--- config.mk ---
export PLATFORM = sky130hd
export DESIGN_NAME = fetch_unit_flat
export DESIGN_NICKNAME = d
export VERILOG_FILES = /design/src/rtl/fetch_unit_if.sv /design/src/rtl/fetch_unit.sv /design/src/flat_wrapper.sv
export SDC_FILE = /design/constraint.sdc
export NUM_CORES = 1
export LEC_CHECK = 0
export CAP_MARGIN = 30
export CELL_PAD_IN_SITES_DETAIL_PLACEMENT = 1
export CELL_PAD_IN_SITES_GLOBAL_PLACEMENT = 1
export CORE_MARGIN = 2
export CORE_UTILIZATION = 41
export DETAILED_ROUTE_END_ITERATION = 16
export GPL_TIMING_DRIVEN = 0
export PLACE_DENSITY = 0.85
export SLEW_MARGIN = 25
export SYNTH_ARGS = -nofsm -noshare
export SYNTH_HDL_FRONTEND = slang
export SYNTH_SLANG_ARGS = --single-unit
--- constraint.sdc ---
create_clock -name clk -period 3.5 [get_ports clk]
set_clock_uncertainty 0.1 [all_clocks]
set_input_delay 0.7 -clock clk [delete_from_list [all_inputs] [get_ports clk]]
set_output_delay 0.7 -clock clk [all_outputs]
set_load 0.02 [all_outputs]
--- src/rtl/fetch_unit_if.sv ---
// fetch_unit_if: instruction-memory handshake, hazard/redirect controls and IF/ID outputs of the fetch stage
//   imem_req/imem_addr      fetch request and address (fetch unit -> memory)
//   imem_ack/imem_rdata     response and instruction word (memory -> fetch unit)
//   stall/redirect/redirect_pc  hazard hold and taken-branch redirect (pipeline -> fetch unit)
//   id_valid/id_instr/id_pc4/op IF/ID register contents and opcode (fetch unit -> ID)
interface fetch_unit_if;
    logic        imem_req;
    logic [31:0] imem_addr;
    logic        imem_ack;
    logic [31:0] imem_rdata;
    logic        stall;
    logic        redirect;
    logic [31:0] redirect_pc;
    logic        id_valid;
    logic [31:0] id_instr;
    logic [31:0] id_pc4;
    logic [5:0]  op;

    modport master (
        output imem_req, imem_addr, id_valid, id_instr, id_pc4, op,
        input  imem_ack, imem_rdata, stall, redirect, redirect_pc
    );

    modport slave (
        input  imem_req, imem_addr, id_valid, id_instr, id_pc4, op,
        output imem_ack, imem_rdata, stall, redirect, redirect_pc
    );
endinterface

--- src/rtl/fetch_unit.sv ---
// fetch_unit: PC, instruction fetch over req/ack, one-entry stall hold buffer and IF/ID register
//   clk    rising-edge clock
//   rst_n  asynchronous active-low reset
//   bus    fetch_unit_if.master (memory handshake, stall/redirect in, IF/ID and op out)
module fetch_unit #(
    parameter logic [31:0] RESET_PC = 32'h0000_0000
) (
    input  logic            clk,
    input  logic            rst_n,
    fetch_unit_if.master    bus
);
    typedef enum logic [1:0] {RST, FETCH, HOLD} fetchStateT;

    fetchStateT  state, nextState;
    logic [31:0] pc, nextPc;
    logic [31:0] bufInstr, nextBufInstr;
    logic [31:0] bufPc4, nextBufPc4;
    logic        idValid, nextIdValid;
    logic [31:0] idInstr, nextIdInstr;
    logic [31:0] idPc4, nextIdPc4;
    logic [31:0] pcPlus4;
    logic [31:0] redirectTarget;

    assign pcPlus4        = pc + 32'd4;
    assign redirectTarget = bus.redirect_pc & ~32'h3;

    always_ff @(posedge clk or negedge rst_n) begin
        if (!rst_n) begin
            state    <= RST;
            pc       <= RESET_PC;
            bufInstr <= '0;
            bufPc4   <= '0;
            idValid  <= 1'b0;
            idInstr  <= '0;
            idPc4    <= '0;
        end else begin
            state    <= nextState;
            pc       <= nextPc;
            bufInstr <= nextBufInstr;
            bufPc4   <= nextBufPc4;
            idValid  <= nextIdValid;
            idInstr  <= nextIdInstr;
            idPc4    <= nextIdPc4;
        end
    end

    always_comb begin
        nextState    = state;
        nextPc       = pc;
        nextBufInstr = bufInstr;
        nextBufPc4   = bufPc4;
        nextIdValid  = idValid;
        nextIdInstr  = idInstr;
        nextIdPc4    = idPc4;
        case (state)
            RST: nextState = FETCH;
            FETCH: begin
                if (bus.redirect) begin
                    nextPc      = redirectTarget;
                    nextIdValid = 1'b0;
                    nextIdInstr = '0;
                    nextIdPc4   = '0;
                end else if (bus.imem_ack && !bus.stall) begin
                    nextIdValid = 1'b1;
                    nextIdInstr = bus.imem_rdata;
                    nextIdPc4   = pcPlus4;
                    nextPc      = pcPlus4;
                end else if (bus.imem_ack) begin
                    // ID cannot take the word yet; park it so the fetch is not repeated
                    nextBufInstr = bus.imem_rdata;
                    nextBufPc4   = pcPlus4;
                    nextState    = HOLD;
                end else if (!bus.stall) begin
                    nextIdValid = 1'b0;
                    nextIdInstr = '0;
                    nextIdPc4   = '0;
                end
            end
            HOLD: begin
                if (bus.redirect) begin
                    nextPc       = redirectTarget;
                    nextBufInstr = '0;
                    nextBufPc4   = '0;
                    nextIdValid  = 1'b0;
                    nextIdInstr  = '0;
                    nextIdPc4    = '0;
                    nextState    = FETCH;
                end else if (!bus.stall) begin
                    nextIdValid = 1'b1;
                    nextIdInstr = bufInstr;
                    nextIdPc4   = bufPc4;
                    nextPc      = pcPlus4;
                    nextState   = FETCH;
                end
            end
            default: nextState = RST;
        endcase
    end

    assign bus.imem_req  = state == FETCH;
    assign bus.imem_addr = pc;
    assign bus.id_valid  = idValid;
    assign bus.id_instr  = idInstr;
    assign bus.id_pc4    = idPc4;
    assign bus.op        = idInstr[31:26];
endmodule

--- src/flat_wrapper.sv ---
// flat-port wrapper written by rule: the top's interface ports become plain ports
module fetch_unit_flat 
#(
    parameter logic [31:0] RESET_PC = 32'h0000_0000
)
  (clk, rst_n, bus_imem_req, bus_imem_addr, bus_id_valid, bus_id_instr, bus_id_pc4, bus_op, bus_imem_ack, bus_imem_rdata, bus_stall, bus_redirect, bus_redirect_pc);
  fetch_unit_if bus_i ();
  input  logic clk;
  input  logic rst_n;
  output wire logic [$bits(bus_i.imem_req)-1:0] bus_imem_req;
  output wire logic [$bits(bus_i.imem_addr)-1:0] bus_imem_addr;
  output wire logic [$bits(bus_i.id_valid)-1:0] bus_id_valid;
  output wire logic [$bits(bus_i.id_instr)-1:0] bus_id_instr;
  output wire logic [$bits(bus_i.id_pc4)-1:0] bus_id_pc4;
  output wire logic [$bits(bus_i.op)-1:0] bus_op;
  input wire logic [$bits(bus_i.imem_ack)-1:0] bus_imem_ack;
  input wire logic [$bits(bus_i.imem_rdata)-1:0] bus_imem_rdata;
  input wire logic [$bits(bus_i.stall)-1:0] bus_stall;
  input wire logic [$bits(bus_i.redirect)-1:0] bus_redirect;
  input wire logic [$bits(bus_i.redirect_pc)-1:0] bus_redirect_pc;
  assign bus_imem_req = bus_i.imem_req;
  assign bus_imem_addr = bus_i.imem_addr;
  assign bus_id_valid = bus_i.id_valid;
  assign bus_id_instr = bus_i.id_instr;
  assign bus_id_pc4 = bus_i.id_pc4;
  assign bus_op = bus_i.op;
  assign bus_i.imem_ack = bus_imem_ack;
  assign bus_i.imem_rdata = bus_imem_rdata;
  assign bus_i.stall = bus_stall;
  assign bus_i.redirect = bus_redirect;
  assign bus_i.redirect_pc = bus_redirect_pc;
  fetch_unit #(.RESET_PC(RESET_PC)) u_core (.clk(clk), .rst_n(rst_n), .bus(bus_i));
endmodule
==> run_results.csv, run 1 <==
group,metric,value,unit
synth,synthTopCellsByArea,"dfrtp_1 (52%), nor2_1 (5.2%), a22o_1 (4.6%), o21ai_0 (4.5%), a221oi_1 (4.2%)",
route,drtPass1Iterations,5,
setup_path,end_kind,"flop",
setup_path,crit_type,"input pin to flop",
floorplan,die-area,0.0195,mm²
pwr,cellInternalPower,0.00606,W
clocking,ctsResizeCount,0,
placed_design,io_buffer_count,166,
clocking,cts_hold_buf,0,
route,wl_per_cell,22.1,µm
synth,yosys_warnings,0,
floorplan,design.core.area,0.0180,mm²
placed_design,place_ws,0.0176,ns
route,ant_nets,0,
floorplan,rows,49,
floorplan,start_util,0.419,
sta,fmaxAchievable,0.312,GHz
synth,synth_largest_area_cell,"dfrtp_1",
grt,grt_pass1_vias,7547,
setup_path,start_kind,"input pin",
sta,timing.final.max_slew_violations,0,
synth,syn-cell-area,0.00755,mm²
synth,synth_top_area_share,0.520,
setup_path,crit_slowest_cell,"o21ai_0",
clocking,clock_path_buffers,2,
clocking,cts_inserted_buffers,17,
final_layout,final_cell_mix,"clkdlybuf4s50_1 (165), dfrtp_1 (157), nor2_1 (104), o21ai_0 (68), nand2_1 (65)",
grt,grt_use_total,0.277,
setup_path,arrival,3.43,ns
placed_design,gp_congestion,0.904,
setup_path,slowest_delay,0.48,ns
setup_path,crit_fanout,10,
sta,period_minus_slack,3.20,ns
synth,synth_edf_count,0,
clocking,clock_sinks,157,
pwr,switching_share,0.443,
grt,grt_pass1_wl,42.2,mm
route,drt_iter0_markers,479,
setup_path,path_common_cell,"clkbuf_1",
pwr,comb_power_share,0.511,
synth,yosysUniqueCellTypes,59,
route,post-route-drc-count,0,
clocking,worstSkewPairLatency,0.43,ns
clocking,cts_tree,"built",
sta,period_share,0.915,
grt,grt_max_degree,89,
sta,rsz0062_at_grt,"no",
sta,setup_violations,0,
route,vias_per_cell,5.96,
job,cap_violations,0,
pwr,powerDensity,1070,mW/mm²
final_layout,mostFrequentLayoutCell,"clkdlybuf4s50_1",
pwr,p_sw,0.00482,W
sta,worst-slew-pin-transition,0.758,ns
synth,avgSynthCellArea,9.66,µm²
grt,antenna_found_initial,0,
min_path,min_path_type,"input pin to async pin",
synth,ys_seq_area_frac,0.520,
grt,overflow,0,
synth,synth_cells,782,
sta,finalHoldViolations,0,
pwr,pwr-share-seq,0.313,
clocking,htreeDepth,4,
clocking,cts_root_buf,"clkbuf_16",
route,routed_wl,26.8,mm
pwr,ir_drop,0.505,mV
sta,fin_ws,0.298,ns
pwr,clkPwrFrac,0.176,
final_layout,diodes,0,
setup_path,required,3.73,ns
route,via_count,7213,
sta,hold_slack,0.124,ns
setup_path,crit_chain,"clkdlybuf4s50_1 > clkbuf_1 > nand2b_1 > o21ai_0 > clkbuf_1 > clkbuf_1 > a21oi_1 > o21ai_0",
pwr,p_leak,4.26,nW
sta,relSlewSlack,0.491,
clocking,clkTransAtPathRegs,0.06,ns
floorplan,die-height,140,µm
synth,async_flop_share,1.00,
run_status,outcome,"finished clean",
final_layout,drive_above_1_share,0.0611,
final_layout,nNetsFinal,1044,
clocking,postCtsSetupBuffers,0,
final_layout,syn_to_final_growth,34.2,%
floorplan,fp.dieW,140,µm
placed_design,detailed_place_hpwl,19.0,mm
synth,ys_ff_latch,157,
synth,ys.flop_type,"dfrtp_1",
floorplan,io_pins,173,
-- registers in the layout, summed over array words and instances (netlist names) --
| register | flops |
|---|---|
| u_core.bus.id_pc4 | 30 |
| u_core.state | 2 |
| u_core.bufPc4 | 30 |
| u_core.bus.id_valid | 1 |
| u_core.bufInstr | 32 |
| u_core.bus.imem_addr | 30 |
| u_core.bus.id_instr | 32 |
-- worst paths after layout --
| check | from | to | slack (ns) | depth (start not counted) |
|---|---|---|---|---|
| setup / recovery | bus_redirect | u_core.bus.id_pc4[20] | 0.30 | 8 |
| hold / removal | rst_n | u_core.bus.imem_addr[19] | 0.12 | 1 |
| setup reg to reg | u_core.state[1] | u_core.bus.id_instr[15] | 0.45 | 8 |
| hold reg to reg | u_core.bufPc4[18] | u_core.bufPc4[18] | 0.37 | 2 |
| max in group asynchronous | rst_n | u_core.bus.id_instr[24] | 2.35 | 2 |
| min in group clk | u_core.bufPc4[18] | u_core.bufPc4[18] | 0.37 | 2 |
-- per-stage QoR --
stage,instances,cell area (µm²),TNS (ns),total power [W],utilization
after CTS,1211,10100,0,0.0109,0.563
after detailed placement,1181,9550,0,0.00886,0.530
final,1211,10100,0,0.0109,0.563
after global placement,1180,9510,-767.86,0.00863,0.528
after global routing,1211,10100,0,0.0115,0.563
after floorplan,785,7570,0,0.00644,-
-- worst max-delay path, delay by kind of cell --
kind                   cells  cell delay (ns)
buffers and inverters      4             1.71
AND/OR/NAND/NOR            1             0.26
AO/OA/AOI/OAI              3             0.76
-- layer usage --
metal,vias up,global-route usage,share of wire
met4,0,0.102,0.030
met3,49,0.0447,0.058
met1,3670,0.376,0.43
met5,-,0,0
met2,303,0.449,0.48
li1,3191,-,-
-- logic make-up (layout without fill, tap and decap cells) --
group / Yosys count / count (layout) / synth area share
buffers and inverters: 85 / 282 / 0.0494
XOR/XNOR: 26 / 26 / 0.0301
AND/OR/NAND/NOR: 266 / 266 / 0.170
AO/OA/AOI/OAI: 236 / 236 / 0.214
multiplexers: 7 / 7 / 0.00927
adder cells (fa/ha/maj): 4 / 4 / 0.00662
flip-flops: 157 / 157 / 0.520
other: 1 / 4 / 0.000496
-- power by group through the flow --
| stage | Sequential [W] | Combinational, W | Clock, W |
|---|---|---|---|
| global placement | 0.00335 | 0.00528 | 0 |
| detailed placement | 0.00340 | 0.00546 | 0 |
| finish | 0.00340 | 0.00556 | 0.00191 |
| CTS | 0.00339 | 0.00555 | 0.00192 |
| global route | 0.00349 | 0.00600 | 0.00199 |
| floorplan | 0.00381 | 0.00263 | 0 |
-- cell type report --
cell class                      instances  area, µm²
Tap cell                              229        287
Multi-Input combinational cell        543       3260
Fill cell                            2046       7880
Clock buffer                           19        453
Buffer                                 78        347
Sequential cell                       157       3930
Inverter                                7       26.3
Timing Repair Buffer                  167       1690
Clock inverter                         11        143
-- cells in the mapped netlist (all sizes together) (2+ instances only) --
cell type  number
nand2          65
o2bb2ai         3
a22o           40
nor3           13
inv             7
and4            2
a2bb2oi         8
a31oi           3
dfrtp         157
a221oi         36
nand3          20
or4             2
xor2           12
o22a            2
o22ai           6
buf            22
o31a            2
nand4          11
nor2b           3
clkbuf         56
o211ai          2
nand2b          2
o21ai          72
nor3b           4
o31ai           4
ha              4
nor2          104
nor4           12
and3           18
o21a            7
or3             3
mux2i           7
xnor2          14
a22oi           6
or2             2
a21oi          38
and2            4
(Power assumes the default switching activity.)
==> run 2: changes to the inputs <==
- HOLD_SLACK_MARGIN: unset -> 0.08
==> results of run 2 <==
Final layout, timing and power as in run 1 (identical DEF).
